<file path="src/rtl/unary_add_pkg.sv">
// Shared types and helpers for the N-input unary adder.
// popcount accepts up to POP_MAX_IN lanes; callers zero-extend narrower vectors.
package unary_add_pkg;

  localparam int unsigned POP_MAX_IN = 64;

  typedef enum logic [1:0] {
    IDLE  = 2'd0,
    ACCUM = 2'd1,
    EMIT  = 2'd2
  } state_t;

  function automatic int unsigned popcount(input logic [POP_MAX_IN-1:0] v);
    int unsigned n;
    n = 0;
    for (int unsigned i = 0; i < POP_MAX_IN; i++) begin
      n += 32'(v[i]);
    end
    return n;
  endfunction

  // Sum clamped to ceil; 32-bit arithmetic leaves headroom so nothing wraps.
  function automatic int unsigned sat_add(input int unsigned a, input int unsigned b,
                                          input int unsigned ceil);
    return ((a + b) > ceil) ? ceil : (a + b);
  endfunction

endpackage

</file>
<file path="src/rtl/unary_emitter.sv">
// Serialises a saturated count as a fixed OUT_MAX-cycle unary frame.
// Owns the emit counter and the dout/busy/done outputs.
module unary_emitter #(
  parameter int unsigned OUT_MAX = 26,
  parameter int unsigned CNT_W   = 5
) (
  input  logic             clk,
  input  logic             rst,
  input  logic             en,
  input  logic             start,
  input  logic [CNT_W-1:0] acc,
  output logic             dout,
  output logic             busy,
  output logic             done,
  output logic             last_c
);

  logic [CNT_W-1:0] emit_cnt;
  logic             done_q;

  // Counter has passed the last bit: this enabled edge closes the frame.
  assign last_c = busy && (emit_cnt == CNT_W'(OUT_MAX));
  assign done   = done_q & en;

  always_ff @(posedge clk) begin
    if (rst) begin
      emit_cnt <= '0;
      dout     <= 1'b0;
      busy     <= 1'b0;
      done_q   <= 1'b0;
    end else if (en) begin
      done_q <= 1'b0;
      if (start) begin
        busy     <= 1'b1;
        emit_cnt <= '0;
        dout     <= 1'b0;
      end else if (busy) begin
        if (last_c) begin
          busy     <= 1'b0;
          done_q   <= 1'b1;
          dout     <= 1'b0;
          emit_cnt <= '0;
        end else begin
          dout     <= (emit_cnt < acc);
          emit_cnt <= emit_cnt + CNT_W'(1);
        end
      end
    end
  end

endmodule

</file>
<file path="src/rtl/unary_add_n.sv">
// NUM_IN-lane unary adder: accumulate serial unary lanes, then emit the saturated
// sum as one unary frame. Define UNARY_ADD_CNT_OUT_EN to also expose the binary sum.
module unary_add_n
  import unary_add_pkg::*;
#(
  parameter  int unsigned NUM_IN  = 2,
  parameter  int unsigned OUT_MAX = 26,
  localparam int unsigned CNT_W   = $clog2(OUT_MAX + 1),
  localparam int unsigned POP_W   = $clog2(NUM_IN + 1)
) (
  input  logic              clk,
  input  logic              rst,
  input  logic              en,
  input  logic [NUM_IN-1:0] din,
  input  logic              read_or_write,
  output logic              dout,
  output logic              C,
  output logic              busy,
  output logic              done
`ifdef UNARY_ADD_CNT_OUT_EN
  ,
  output logic [CNT_W-1:0]  cnt_o,
  output logic              cnt_valid
`endif
);

  state_t           state_q, state_d;
  logic [CNT_W-1:0] acc_q, acc_d;
  logic             c_q, c_d;
  logic             start_c;
  logic             last_c;
  logic [POP_W-1:0] pop_c;
  int unsigned      sum_c;
  logic             ovf_c;
  logic [CNT_W-1:0] acc_sat_c;

  assign pop_c     = POP_W'(popcount(POP_MAX_IN'(din)));
  assign sum_c     = 32'(acc_q) + 32'(pop_c);
  assign ovf_c     = sum_c > OUT_MAX;
  assign acc_sat_c = CNT_W'(sat_add(32'(acc_q), 32'(pop_c), OUT_MAX));
  assign C         = c_q;

  always_ff @(posedge clk) begin
    if (rst) begin
      state_q <= IDLE;
      acc_q   <= '0;
      c_q     <= 1'b0;
    end else begin
      state_q <= state_d;
      acc_q   <= acc_d;
      c_q     <= c_d;
    end
  end

  // acc is always zero in IDLE, so the IDLE->ACCUM step reuses the accumulate path.
  always_comb begin
    state_d = state_q;
    acc_d   = acc_q;
    c_d     = c_q;
    start_c = 1'b0;
    if (en) begin
      case (state_q)
        IDLE: begin
          if (read_or_write) begin
            state_d = EMIT;
            acc_d   = '0;
            c_d     = 1'b0;
            start_c = 1'b1;
          end else begin
            state_d = ACCUM;
            acc_d   = acc_sat_c;
            c_d     = ovf_c;
          end
        end
        ACCUM: begin
          if (read_or_write) begin
            state_d = EMIT;
            start_c = 1'b1;
          end else begin
            acc_d = acc_sat_c;
            c_d   = c_q | ovf_c;
          end
        end
        EMIT: begin
          if (last_c) begin
            state_d = IDLE;
            acc_d   = '0;
          end
        end
        default: state_d = IDLE;
      endcase
    end
  end

  unary_emitter #(
    .OUT_MAX (OUT_MAX),
    .CNT_W   (CNT_W)
  ) u_emitter (
    .clk    (clk),
    .rst    (rst),
    .en     (en),
    .start  (start_c),
    .acc    (acc_q),
    .dout   (dout),
    .busy   (busy),
    .done   (done),
    .last_c (last_c)
  );

`ifdef UNARY_ADD_CNT_OUT_EN
  // Binary sum snapshot taken as an accumulated frame starts emitting.
  always_ff @(posedge clk) begin
    if (rst) begin
      cnt_o     <= '0;
      cnt_valid <= 1'b0;
    end else if (en) begin
      cnt_valid <= start_c && (state_q == ACCUM);
      if (start_c && (state_q == ACCUM)) begin
        cnt_o <= acc_q;
      end
    end
  end
`endif

endmodule

</file>
<file path="config.mk">
export PLATFORM = sky130hd
export DESIGN_NAME = unary_add_n
export DESIGN_NICKNAME = d
export VERILOG_FILES = /design/src/rtl/unary_add_pkg.sv /design/src/rtl/unary_emitter.sv /design/src/rtl/unary_add_n.sv
export SDC_FILE = /design/constraint.sdc
export NUM_CORES = 1
export LEC_CHECK = 0
export CAP_MARGIN = 5
export CORE_MARGIN = 4
export CORE_UTILIZATION = 51
export CTS_CLUSTER_DIAMETER = 60
export DETAILED_ROUTE_END_ITERATION = 12
export GPL_TIMING_DRIVEN = 0
export PLACE_DENSITY = 0.8
export SYNTH_ARGS = -nofsm -noshare
export SYNTH_HDL_FRONTEND = slang
export SYNTH_HIERARCHICAL = 1
export SYNTH_SLANG_ARGS = --single-unit
</file>
<file path="constraint.sdc">
create_clock -name clk -period 2 [get_ports clk]
set_input_delay 0.3 -clock clk [delete_from_list [all_inputs] [get_ports clk]]
set_output_delay 0.3 -clock clk [all_outputs]
set_load 0.02 [all_outputs]
</file>
### After elaboration in Yosys (flattened, before gate mapping)

Index checks and enable logic that the tools add are counted.

| word-level totals | value |
|---|---|
| bits in registers | 16 |
| output and inout bits | 4 |
| logic and storage cells | 57 |
| input bits | 6 |

| operators by class | value |
|---|---|
| add/subtract/negate cells | 3 |
| bitwise logic cells | 2 |
| magnitude comparators | 2 |
| muxes and demuxes | 27 |
| equal/unequal tests | 6 |
| reduce and logical (&&, ||, !) cells | 10 |

Operators with widths:

| operator | number |
|---|---|
| 5-bit two-way mux | 7 |
| 5-bit case mux with 3 select lines | 1 |
| 1-bit two-way mux | 14 |
| 5-bit by 2-bit adder with 6-bit output | 1 |
| 6-bit by 5-bit greater-than comparator with 1-bit output (second input constant) | 1 |
| 2-bit two-way mux | 3 |
| 2-bit != test (second input constant) | 3 |
| 2-bit case mux with 3 select lines | 1 |
| 3-bit AND reduction | 2 |
| 5-bit by 1-bit adder with 5-bit output (second input constant) | 1 |
| 5-bit == test (second input constant) | 1 |
| 5-bit < comparator | 1 |
| 4-bit AND reduction | 1 |
| 2-bit nonzero test | 2 |
| 3-bit nonzero test | 1 |
| 1-bit by 1-bit adder with 2-bit output | 1 |
| 2-bit by 1-bit == test with 1-bit output (second input constant) | 1 |
| 2-bit == test (second input constant) | 1 |
| 2-bit zero test | 1 |
| 1-bit case mux with 2 select lines | 1 |
| 2-bit AND reduction | 1 |
| 2-bit OR reduction | 1 |
| 1-bit AND | 1 |
| 1-bit logical AND | 1 |
| 1-bit bitwise OR | 1 |

### Longest topological paths before layout

Gate-level depths: netlist of the first run.

| logic depth | value |
|---|---|
| depth after elaboration | 6 |
| mapped depth | 8 |
| gate-level depth less buffers | 8 |

### Modules after synthesis

The synthesis of the first run kept the hierarchy.

Modules (own cells, without submodules):

| module | seq. area each (um2) | times used | area an instance (um2) | cells each |
|---|---|---|---|---|
| unary_add_n | 160.2 | 1 | 709.4 | 82 |
| unary_emitter | 160.2 | 1 | 515.5 | 61 |

### Worst setup path before layout of the first run

OpenSTA, ideal clock, no wires.

| path | value |
|---|---|
| kind | input port to flip-flop |
| start | in din[0] |
| end | reg acc_q[3] |
| path buffers | 0 |
| arrival time | 1.862 ns |
| path slack | -0.001 ns |
| required time | 1.861 ns |
| cell stages on the path | 6 |
| setup time | 0.139 ns |
| cells stage by stage | fa_1 > ha_1 > a211o_1 > o2111a_2 > nor3_2 > a41oi_1 |

| between the ends | value |
|---|---|
| word-level cells in the longest chain between the ends | 6 |
| elaborated cells on any way between the ends | 7 |
| classes of those cells | add/sub: 2; order compare: 1; mux: 4 |

Ends and longest elaborated chain:

| item | RTL line | source |
|---|---|---|
| from (decl) | unary_add_n.sv:14 | `input logic [NUM_IN-1:0] din,` |
| 1-bit by 1-bit adder with 2-bit output * | unary_add_pkg.sv:17 | `n += 32'(v[i]);` |
| 5-bit by 2-bit adder with 6-bit output * | unary_add_pkg.sv:25 | `return ((a + b) > ceil) ? ceil : (a + b);` |
| 6-bit by 5-bit greater-than comparator with 1-bit output | unary_add_pkg.sv:25 |  |
| 5-bit two-way mux * | unary_add_pkg.sv:25 |  |
| 5-bit two-way mux, on equally long branches | unary_add_n.sv:76, unary_add_n.sv:64 |  |
| 5-bit case mux with 3 select lines * | unary_add_n.sv:62 | `case (state_q)` |
| to (signal assigned) | unary_add_n.sv:46 | `acc_q <= '0;` |
| to (signal assigned) | unary_add_n.sv:50 | `acc_q <= acc_d;` |
| to (decl) | unary_add_n.sv:28 | `logic [CNT_W-1:0] acc_q, acc_d;` |

Mark *: on every way between the ends. The rest lies on a longest branch, timed or not. The select of a mux whose other input is x is not followed.
A chain may end at the register's enable or synchronous reset.

### Worst setup path in the final report of the first run

| path | value |
|---|---|
| start | reg acc_q[0] |
| end | reg acc_q[2] |

| between the ends | value |
|---|---|
| word-level cells in the longest chain between the ends | 5 |
| elaborated cells on any way between the ends | 6 |
| classes of those cells | add/sub: 1; order compare: 1; mux: 4 |

Ends and longest elaborated chain:

| item | RTL line |
|---|---|
| 5-bit by 2-bit adder with 6-bit output * | unary_add_pkg.sv:25 |
| 6-bit by 5-bit greater-than comparator with 1-bit output | unary_add_pkg.sv:25 |
| 5-bit two-way mux * | unary_add_pkg.sv:25 |
| 5-bit two-way mux, on equally long branches | unary_add_n.sv:76, unary_add_n.sv:64 |
| 5-bit case mux with 3 select lines * | unary_add_n.sv:62 |

Marked as above.

==> impl_summary.log, run 1 <==
INFO  metric die-width = roughly 57 um
INFO  metric period_share = 0.981
INFO  metric violation_count_after_the_first_detailed_route_iteration = 41
INFO  metric synth_top_family_by_area = compound AO/OA/AOI/OAI gates
INFO  metric worst_skew_pair.late_latency = a little under 300 ps
INFO  metric outcome = completed
INFO  metric finalMaxSlewViolations = 0
INFO  metric clock_tree.root_cell = sky130_fd_sc_hd__clkbuf_4
INFO  metric grt_setup_unrepaired = yes
INFO  metric timing.max_cap.violations = 0
INFO  metric post-dp-hpwl = 2.08 mm
INFO  metric global_route.overflow_total = 0
INFO  metric synthesis.nets = about 160
INFO  metric fp.dieH = 57.0 um
INFO  metric synth_cells = about 140
INFO  metric clockBufferDepth = 2
INFO  metric dr.pass1.iters = 4
INFO  metric design.core.area = approximately 2300 sq um
INFO  metric fin_cells = roughly 190
INFO  metric final_core_utilization = 0.659
INFO  metric synth_area = around 1200 sq um
INFO  metric area_delta_synth_final = 21.2%
INFO  metric final_hold_viol_count = 0
INFO  metric yosys.area_share.adder = 0.129
INFO  metric vias_per_cell = between 6 and 7
INFO  metric cell_leakage_power = between 0.5 and 0.6 nW
INFO  metric cp.arrival = about 2200 ps
INFO  metric cts.htree.levels = 1
INFO  metric yosys_warnings = 6
INFO  metric final.setup.worst_slack = ~37 ps
INFO  metric report.final.setup_viol = 0
INFO  metric initial_core_util = 0.543
INFO  metric synth_compound_area_frac = 0.281
INFO  metric synth_ff_type = sky130_fd_sc_hd__dfxtp_1
INFO  metric grt_first_pass_wirelength = ~5.0 mm
INFO  metric number_of_enable_type_register_cells_in_the_synthesized_netlist = 0
INFO  metric clock-skew-final = approximately 1.5 ps
INFO  metric clkSinkCount = 16
INFO  metric final_layout_size_suffix_gt1_frac = 0.261
INFO  metric synth.lib_cells_used.distinct = between 50 and 60
INFO  metric clock_buffer_count_from_cts = 3
INFO  metric clock.fmax = between 500 and 600 MHz
INFO  metric synth-seq-cells = 16
INFO  metric number_of_diodes_added_for_antenna_fixing = 0
INFO  metric worstPathRequired = about 2200 ps
INFO  metric wire_per_inst = around 16 um
INFO  metric clk_pin_slew = 100 ps
INFO  metric ys_async_sr_fraction = 0
INFO  metric port_buffers = 9
INFO  metric timing.setup.critical_path_class = reg2reg
INFO  metric timing.hold.worst.class = reg2reg
INFO  metric max-vdd-ir-drop = between 0.3 and 0.4 mV
INFO  metric cts_hold_buf = 0
INFO  metric synth_seq_area_share = 0.261
INFO  metric start_kind = register
INFO  metric syn_avg_cell_area = around 8.6 sq um
INFO  metric slew_margin_rel = 0.667
INFO  metric grt_antenna_before_repair = 0
INFO  metric cts_tree = done
INFO  metric finish.net_count = 176
INFO  metric place_inst = 180
INFO  metric floorplan.rows = 17
INFO  metric worst-r2r-setup-slack = 40 ps
INFO  metric parity_gate_share_of_the_synthesized_area_counting_xor_and_xnor_cells = 0
INFO  metric power.density = 490 nW/um^2
INFO  metric fin_total_pwr = ~0.00073 W
INFO  metric muxShareOfSynthArea = 0.0184
INFO  metric preCtsSetupSlack = -584 ps
INFO  metric end_kind = register
INFO  metric tightestPinTransition = about 500 ps
INFO  metric die_area = between 3000 and 4000 sq um
INFO  metric gp_congestion = approximately 0.86
INFO  metric drt_wl_total = 2.92 mm
INFO  metric grt_start_max_net_pins = 13
INFO  metric postRouteAntennaNets = 0
INFO  metric track_usage = 0.187
INFO  metric fin_crit = a little under 2000 ps
INFO  metric ios = 10
INFO  metric synth-simple-area-share = 0.264
INFO  metric remaining_drc_errors = 0
INFO  metric num_vias = 1191
INFO  metric first_global_vias = about 1200
INFO  metric crit_fanout = 7
## through the flow
| step | instance area, sq um | hold WS (ps) | TNS, ps |
|---|---|---|---|
| after floorplan | 1240 | 369 | 0 |
| after global placement | 1360 | 467 | -3610 |
| after detailed placement | 1360 | 472 | -4280 |
| after CTS | 1430 | 488 | -3.89 |
| after global routing | 1490 | 522 | -55.2 |
| final | 1490 | 487 | 0 |
## routing by layer
| layer | up-vias | global-route usage | routed length [um] | part of all wire |
|---|---|---|---|---|
| met5 | - | 0 | 0 | 0 |
| met4 | 0 | 0.103 | 55 | 0.019 |
| met3 | 6 | 0.0204 | 156 | 0.053 |
| met2 | 50 | 0.320 | 1420 | 0.49 |
| met1 | 559 | 0.229 | 1290 | 0.44 |
| li1 | 576 | - | - | - |
## power by group
group,internal [W],switching (W)
clock,0.000111,0.000109
sequential,0.000328,0.0000125
combinational,0.0000761,0.0000916
## timing repair
| item | in CTS | in global routing |
|---|---|---|
| pin swaps | 2 | 7 |
| endpoints found under the setup margin | 9 | 10 |
| setup buffers | 1 | 1 |
| resized for setup | 14 | 14 |
| gates cloned | 0 | 0 |
| endpoints found under the hold margin | 0 | 0 |
## cells in the mapped netlist (2+ instances only)
master / count / area share
sky130_fd_sc_hd__a211oi_1: 3 / 0.018
sky130_fd_sc_hd__a21o_1: 2 / 0.012
sky130_fd_sc_hd__and2_1: 2 / 0.010
sky130_fd_sc_hd__a31oi_1: 2 / 0.010
sky130_fd_sc_hd__and2b_1: 2 / 0.012
sky130_fd_sc_hd__and3_2: 2 / 0.012
sky130_fd_sc_hd__ha_1: 11 / 0.11
sky130_fd_sc_hd__a211o_1: 2 / 0.014
sky130_fd_sc_hd__nor2_1: 7 / 0.021
sky130_fd_sc_hd__a31o_2: 3 / 0.021
sky130_fd_sc_hd__a21boi_0: 2 / 0.012
sky130_fd_sc_hd__a21oi_1: 14 / 0.057
sky130_fd_sc_hd__mux2_2: 2 / 0.018
sky130_fd_sc_hd__a41oi_1: 2 / 0.014
sky130_fd_sc_hd__inv_1: 10 / 0.031
sky130_fd_sc_hd__o2111ai_1: 3 / 0.021
sky130_fd_sc_hd__nand2_1: 9 / 0.028
sky130_fd_sc_hd__dfxtp_1: 16 / 0.26
sky130_fd_sc_hd__nand4b_1: 2 / 0.014
sky130_fd_sc_hd__o21ai_0: 6 / 0.025
sky130_fd_sc_hd__nand3_1: 5 / 0.020
sky130_fd_sc_hd__or3_1: 2 / 0.010
sky130_fd_sc_hd__nand2b_1: 2 / 0.010
sky130_fd_sc_hd__and3_1: 2 / 0.010
## cell usage in the layout (no fill, tap or decap), types with 2 or more instances in the layout
cell	n
sky130_fd_sc_hd__and3_4	2
sky130_fd_sc_hd__a31oi_1	2
sky130_fd_sc_hd__nand3_1	4
sky130_fd_sc_hd__nand2_1	8
sky130_fd_sc_hd__a211oi_1	3
sky130_fd_sc_hd__and2_4	2
sky130_fd_sc_hd__clkbuf_4	3
sky130_fd_sc_hd__a31o_2	3
sky130_fd_sc_hd__ha_4	2
sky130_fd_sc_hd__o2111ai_2	2
sky130_fd_sc_hd__clkdlybuf4s50_1	6
sky130_fd_sc_hd__dfxtp_2	2
sky130_fd_sc_hd__nor2_1	7
sky130_fd_sc_hd__nand3_2	2
sky130_fd_sc_hd__a21o_1	2
sky130_fd_sc_hd__buf_4	2
sky130_fd_sc_hd__a21oi_1	13
sky130_fd_sc_hd__and2_1	2
sky130_fd_sc_hd__a211o_1	2
sky130_fd_sc_hd__ha_1	8
sky130_fd_sc_hd__dfxtp_1	13
sky130_fd_sc_hd__nand4b_1	2
sky130_fd_sc_hd__o21ai_0	5
sky130_fd_sc_hd__or3_1	2
sky130_fd_sc_hd__dlygate4sd2_1	3
sky130_fd_sc_hd__mux2_2	2
sky130_fd_sc_hd__and2b_1	2
sky130_fd_sc_hd__inv_1	9
sky130_fd_sc_hd__a21boi_0	2
## layout make-up
type	instances	area, sq um
Fill cell	195	769
Clock buffer	4	36.3
Multi-Input combinational cell	114	940
Timing Repair Buffer	11	101
Sequential cell	16	327
Inverter	10	37.5
Buffer	2	8.76
Tap cell	28	35.0
## worst paths after layout
kind                 start        to  cells past startpoint
setup / recovery  acc_q[0]  acc_q[2]                      6
hold / removal    acc_q[0]  acc_q[0]                      2
setup reg to reg  acc_q[0]  acc_q[2]                      6
hold reg to reg   acc_q[0]  acc_q[0]                      2
## registers in the layout (all words and copies together) (netlist names)
register and count:
C 1, u_emitter/emit_cnt 5, u_emitter/dout 1, state_q 2, u_emitter/done_q 1, acc_q 5
u_emitter/busy 1
## kinds of logic (layout without fill, tap and decap cells)
kind of cell / Yosys count / count (layout)
buffers and inverters: 13 / 27
AO/OA/AOI/OAI: 49 / 49
multiplexers: 2 / 2
flip-flops: 16 / 16
adder cells (fa/ha/maj): 12 / 12
AND/OR/NAND/NOR: 51 / 51
## critical path: stages (launching register included)
cell                       delay [ps]
sky130_fd_sc_hd__dfxtp_2          350
sky130_fd_sc_hd__fa_2             390
sky130_fd_sc_hd__ha_4             280
sky130_fd_sc_hd__a211o_1          250
sky130_fd_sc_hd__o2111a_2         200
sky130_fd_sc_hd__nor4b_2          290
sky130_fd_sc_hd__a221o_1          150
Note: power is estimated with default switching activity, not from simulation.
==> run 2: changes to the inputs <==
CORE_UTILIZATION = 57   (was 51)
PLACE_DENSITY = 0.84   (was 0.8)
clock period = 1.95 ns   (was 2 ns; I/O delays follow)
==> run 2 against run 1 <==
Effect of this change: routed wire length is 9.9% higher; fmax is 2.1% higher; worst setup slack worse by 9.9 ps; utilization is 8.7 points higher; non-clock buffer count is 3 higher; sequential power is 3% higher; largest power group unchanged.
==> impl_summary.log, run 2 (synthesized netlist as in run 1, its figures left out) <==
INFO  metric floorplan.rows = 16
INFO  metric timing.hold.worst.class = reg2reg
INFO  metric setup_tns = 0 ps
INFO  metric cts_tree = done
INFO  metric critical-path-top-delay-family = adder cells
INFO  metric end_kind = register
INFO  metric cp.arrival = approximately 2100 ps
INFO  metric setup.worst_path.start = acc_q[0]
INFO  metric timing.max_cap.violations = 0
INFO  metric dr.max_layer_used = met4
INFO  metric layout.cell_area.non_filler = 1490 sq um
INFO  metric wire_per_inst = approximately 17 um
INFO  metric m1WireLength = roughly 1.4 mm
INFO  metric die_area = approximately 3000 sq um
INFO  metric max-vdd-ir-drop = 0.410 mV
INFO  metric critical_path.max_stage_delay = slightly below 400 ps
INFO  metric track_usage = 0.241
INFO  metric preCtsSetupSlack = -499 ps
INFO  metric cts_hold_buf = 0
INFO  metric post-dp-hpwl = between 2 and 2.5 mm
INFO  metric grt_setup_unrepaired = yes
INFO  metric period_share = 0.986
INFO  metric cts.htree.levels = 1
INFO  metric area.sequential = 327 sq um
INFO  metric ios = 10
INFO  metric clock_tree.root_cell = sky130_fd_sc_hd__clkbuf_4
INFO  metric worst-r2r-setup-slack = ~28 ps
INFO  metric outcome = completed
INFO  metric worst_setup_path_endpoint = acc_q[2]
INFO  metric area_delta_synth_final = 21.9%
INFO  metric postRouteAntennaNets = 0
INFO  metric violation_count_after_the_first_detailed_route_iteration = 25
INFO  metric leading_cell_type_in_the_layout_fill_and_taps_excluded = sky130_fd_sc_hd__a21oi_1
INFO  metric final_layout_size_suffix_gt1_frac = 0.283
INFO  metric grt_antenna_before_repair = 0
INFO  metric grt_start_max_net_pins = 13
INFO  metric timing.setup.critical_path_class = reg2reg
INFO  metric design.core.area = around 2000 sq um
INFO  metric fin_crit = 1920 ps
INFO  metric final.setup.worst_slack = 27.5 ps
INFO  metric hold_path_startpoint = acc_q[0]
INFO  metric remaining_drc_errors = 0
INFO  metric report.final.setup_viol = 0
INFO  metric clock-skew-final = roughly 10 ps
INFO  metric fin_total_pwr = approximately 0.0007 W
INFO  metric dr_wl_met3 = roughly 110 um
INFO  metric cell_leakage_power = around 0.56 nW
INFO  metric tightestPinTransition = between 500 and 600 ps
INFO  metric path_depth = 6
INFO  metric drt_wl_total = ~3.2 mm
INFO  metric num_vias = about 1200
INFO  metric nFillCells = ~160
INFO  metric initial_core_util = 0.612
INFO  metric fp.dieH = approximately 54 um
INFO  metric met2WireLength = about 1.6 mm
INFO  metric grt_first_pass_wirelength = around 5.2 mm
INFO  metric final_hold_viol_count = 0
INFO  metric die-width = roughly 54 um
INFO  metric clockBufferDepth = 2
INFO  metric postPlaceCellArea = approximately 1400 sq um
INFO  metric vias_per_cell = around 6.5
INFO  metric number_of_diodes_added_for_antenna_fixing = 0
INFO  metric reg_top3 = acc_q (5), u_emitter/emit_cnt (5), state_q (2)
INFO  metric crit_chain = fa_2 > ha_4 > a211o_1 > o2111a_2 > nor3_4 > a221o_1
INFO  metric clkSinkCount = 16
INFO  metric global_route.overflow_total = 0
INFO  metric finish.net_count = 179
INFO  metric worst_r2r_path_depth = 6
INFO  metric crit_fanout = 7
INFO  metric crit-reg2reg-launch = acc_q[0]
INFO  metric slew_margin_rel = 0.638
INFO  metric multi_input_comb_area = approximately 940 sq um
INFO  metric worst_skew_pair.late_latency = just under 300 ps
INFO  metric clock.fmax = about 520 MHz
INFO  metric clk_pin_slew = ~100 ps
INFO  metric dr.pass1.iters = 4
INFO  metric worstPathRequired = 2150 ps
INFO  metric cp_num_buf_inv = 0
INFO  metric critical_path_top_delay_cell = sky130_fd_sc_hd__fa_2
INFO  metric critical_path.reg2reg.endpoint = acc_q[2]
INFO  metric first_global_vias = roughly 1200
INFO  metric start_kind = register
INFO  metric final_cell_mix = sky130_fd_sc_hd__a21oi_1, sky130_fd_sc_hd__dfxtp_1, sky130_fd_sc_hd__inv_1, sky130_fd_sc_hd__nand2_1, sky130_fd_sc_hd__ha_1
INFO  metric clock_buffer_count_from_cts = 3
INFO  metric port_buffers = 9
INFO  metric finalMaxSlewViolations = 0
INFO  metric power.density = roughly 480 nW/um^2
INFO  metric gp_congestion = 0.880
run 2: final cells by class:
type                       instances  share of cell area
multi-input combinational        114               0.630
sequential                        16               0.219
timing repair buffer              14              0.0830
inverter                          10              0.0251
tap                               27              0.0226
clock buffer                       3              0.0151
buffer                             2             0.00587
run 2: report_power, final:
group | internal [W] | switching (W) | total, W
registers | 0.000338 | 0.0000125 | 0.000350
logic | 0.0000795 | 0.0000990 | 0.000178
clock network | 0.0000719 | 0.000109 | 0.000181
run 2: worst reg2reg max path, stage by stage (launching register included):
cell,delay (ps)
sky130_fd_sc_hd__dfxtp_2,350
sky130_fd_sc_hd__fa_2,390
sky130_fd_sc_hd__ha_4,320
sky130_fd_sc_hd__a211o_1,120
sky130_fd_sc_hd__o2111a_2,280
sky130_fd_sc_hd__nor3_4,70
sky130_fd_sc_hd__a221o_1,310
run 2: metrics by stage:
| stage | hold slack, ps | instances | utilization |
|---|---|---|---|
| 2_1_floorplan | 362 | 143 | - |
| 3_3_place_gp | 467 | 179 | 0.681 |
| 3_5_place_dp | 487 | 179 | 0.681 |
| 4_1_cts | 500 | 185 | 0.725 |
| 5_1_grt | 517 | 186 | 0.746 |
| 6_report | 492 | 186 | 0.746 |
run 2: per-layer routing:
layer / global-route usage / up-vias
li1: - / 583
met1: 0.272 / 602
met2: 0.438 / 27
met3: 0.0736 / 6
met4: 0.0581 / 0
met5: 0 / -
run 2: worst min path at each step:
stage / endpoint / cells past startpoint
floorplan: u_emitter/emit_cnt[2] / 1
global placement: C / 2
detailed placement: C / 2
CTS: C / 2
global route: acc_q[0] / 2
finish: acc_q[0] / 2
run 2: timing repair:
item,4_1_cts,5_1_grt
gates cloned,0,0
resized for setup,16,11
pin swaps,4,7
endpoints found under the setup margin,13,10
buffers inserted,3,2
==> run 3: changes to the inputs <==
GPL_TIMING_DRIVEN = default   (was 0)
==> run 3 against run 2 <==
Effect of this change: cell area is 7.5% higher; critical endpoint is now acc_q[0]; utilization increased by 5.6 points; first-iteration DRC count rose by 60%; largest power group unchanged; count of clock-buffer cells in the layout stayed put; highest routed layer unchanged; fmax rose by 0.34%; power increased by 1.1%; critical path depth rose by 1; critical path type unchanged; global-route usage shrank 0.40 points.
==> impl_summary.log, run 3 (synthesized netlist as in run 1, its figures left out) <==
INFO  metric outcome = completed
INFO  metric clock_buffer_count_from_cts = 3
INFO  metric end_kind = register
INFO  metric finish.net_count = about 200
INFO  metric report.final.setup_viol = 0
INFO  metric initial_core_util = 0.612
INFO  metric port_buffers = 9
INFO  metric postRouteAntennaNets = 0
INFO  metric combPwrFrac = 0.274
INFO  metric clock-skew-final = around 3.9 ps
INFO  metric clock_tree.root_cell = sky130_fd_sc_hd__clkbuf_4
INFO  metric cp.arrival = 2130 ps
INFO  metric fp.dieH = between 50 and 60 um
INFO  metric final_core_utilization = 0.801
INFO  metric power.density = 447 nW/um^2
INFO  metric track_usage = 0.237
INFO  metric fin_total_pwr = between 0.0007 and 0.0008 W
INFO  metric start_kind = register
INFO  metric multi_input_comb_area = a little over 900 sq um
INFO  metric drt_wl_total = between 3 and 4 mm
INFO  metric ios = 10
INFO  metric clock.fmax = 522 MHz
INFO  metric final.setup.worst_slack = approximately 34 ps
INFO  metric dr.pass1.iters = 4
INFO  metric die-width = 54.4 um
INFO  metric cts.htree.levels = 1
INFO  metric tightestPinTransition = about 420 ps
INFO  metric final_hold_viol_count = 0
INFO  metric fin_cells = ~200
INFO  metric worst_skew_pair.late_latency = 280 ps
INFO  metric p_sw = around 0.00021 W
INFO  metric fin_crit = 1920 ps
INFO  metric clockBufferDepth = 2
INFO  metric post-dp-hpwl = ~2.4 mm
INFO  metric leading_cell_type_in_the_layout_fill_and_taps_excluded = sky130_fd_sc_hd__buf_4
INFO  metric cts_tree = done
INFO  metric clk_pin_slew = around 90 ps
INFO  metric crit_fanout = 5
INFO  metric worstPathRequired = between 2000 and 2500 ps
INFO  metric power.switching_fraction = 0.294
INFO  metric grt_first_pass_wirelength = slightly above 5 mm
INFO  metric area_delta_synth_final = 31.0%
INFO  metric grt_antenna_before_repair = 0
INFO  metric grt_setup_unrepaired = yes
INFO  metric preCtsSetupSlack = -431 ps
INFO  metric global_route.overflow_total = 0
INFO  metric area.sequential = approximately 320 sq um
INFO  metric timing.hold.worst.class = reg2reg
INFO  metric timing.max_cap.violations = 0
INFO  metric design.core.area = roughly 2000 sq um
INFO  metric finalMaxSlewViolations = 0
INFO  metric floorplan.rows = 16
INFO  metric die_area = between 2000 and 3000 sq um
INFO  metric reg_top3 = acc_q (5), u_emitter/emit_cnt (5), state_q (2)
INFO  metric num_vias = ~1200
INFO  metric vias_per_cell = about 6
INFO  metric violation_count_after_the_first_detailed_route_iteration = 40
INFO  metric power.share.sequential = 0.486
INFO  metric final_layout_size_suffix_gt1_frac = 0.328
INFO  metric final_cell_mix = sky130_fd_sc_hd__buf_4, sky130_fd_sc_hd__dfxtp_1, sky130_fd_sc_hd__a21oi_1, sky130_fd_sc_hd__inv_1, sky130_fd_sc_hd__ha_1
INFO  metric slew_margin_rel = 0.719
INFO  metric nFillCells = 135
INFO  metric first_global_vias = 1161
INFO  metric max-vdd-ir-drop = ~0.38 mV
INFO  metric remaining_drc_errors = 0
INFO  metric clkSinkCount = 16
INFO  metric gp_congestion = roughly 0.94
INFO  metric number_of_diodes_added_for_antenna_fixing = 0
INFO  metric cell_leakage_power = 0.646 nW
INFO  metric period_share = 0.983
INFO  metric timing.setup.critical_path_class = reg2reg
INFO  metric grt_start_max_net_pins = 11
INFO  metric wire_per_inst = ~16 um
INFO  metric clock_power_share = 0.240
INFO  metric place_inst = 200
INFO  metric internal_power = about 0.00051 W
## run 3: cell count changes in the layout (fill, tap and decap cells not counted), moves of 2 or more
cell                      before  now
sky130_fd_sc_hd__dfxtp_1      11   14
sky130_fd_sc_hd__buf_4         5   25
sky130_fd_sc_hd__dfxtp_2       5    2
sky130_fd_sc_hd__and3_4        2    0
## run 3: cell type report
type / count / share of cell area
clock buffers: 3 / 0.0140
inverters: 10 / 0.0234
multi-input cells: 114 / 0.569
flip-flops and latches: 16 / 0.201
well taps: 27 / 0.0211
repair buffers: 34 / 0.172
## run 3: per-layer routing
| layer | track usage | routed length [um] |
|---|---|---|
| met5 | 0 | 0 |
| met3 | 0.0736 | 206 |
| met4 | 0.0747 | 47 |
| met1 | 0.293 | 1360 |
| met2 | 0.390 | 1610 |
## run 3: final timing paths
path | to | slack (ps) | from | depth (start not counted)
setup / recovery | acc_q[0] | 30 | acc_q[0] | 7
hold / removal | acc_q[0] | 490 | acc_q[0] | 2
setup reg to reg | acc_q[0] | 30 | acc_q[0] | 7
hold reg to reg | acc_q[0] | 490 | acc_q[0] | 2
## run 3: power by group through the flow
stage                     Combinational [W]  Clock, W  Sequential, W
after global placement             0.000178         0       0.000354
after floorplan                   0.0000985         0       0.000358
after CTS                          0.000187  0.000181       0.000348
after detailed placement           0.000185         0       0.000355
after global routing               0.000214  0.000196       0.000350
final                              0.000197  0.000172       0.000349
## run 3: metrics by stage
stage / setup TNS, ps / cell area, sq um / hold WS (ps)
3_5_place_dp: -2280 / 1520 / 495
4_1_cts: 0 / 1560 / 507
5_1_grt: -49.1 / 1600 / 500
6_report: 0 / 1600 / 487
3_3_place_gp: -1750 / 1520 / 480
2_1_floorplan: 0 / 1240 / 362
## run 3: critical path, cell delays in order (launching register included)
cell	delay, ps
sky130_fd_sc_hd__dfxtp_2	350
sky130_fd_sc_hd__fa_2	370
sky130_fd_sc_hd__ha_4	250
sky130_fd_sc_hd__buf_4	140
sky130_fd_sc_hd__or2b_1	220
sky130_fd_sc_hd__a32oi_2	240
sky130_fd_sc_hd__o2111ai_2	140
sky130_fd_sc_hd__a21oi_1	150
## run 3: what timing repair did
item	in CTS	in global routing
hold endpoints to repair	0	0
pin swaps	7	4
endpoints found under the setup margin	6	6
resized for setup	5	11
hold buffers	0	0
setup buffers	0	1
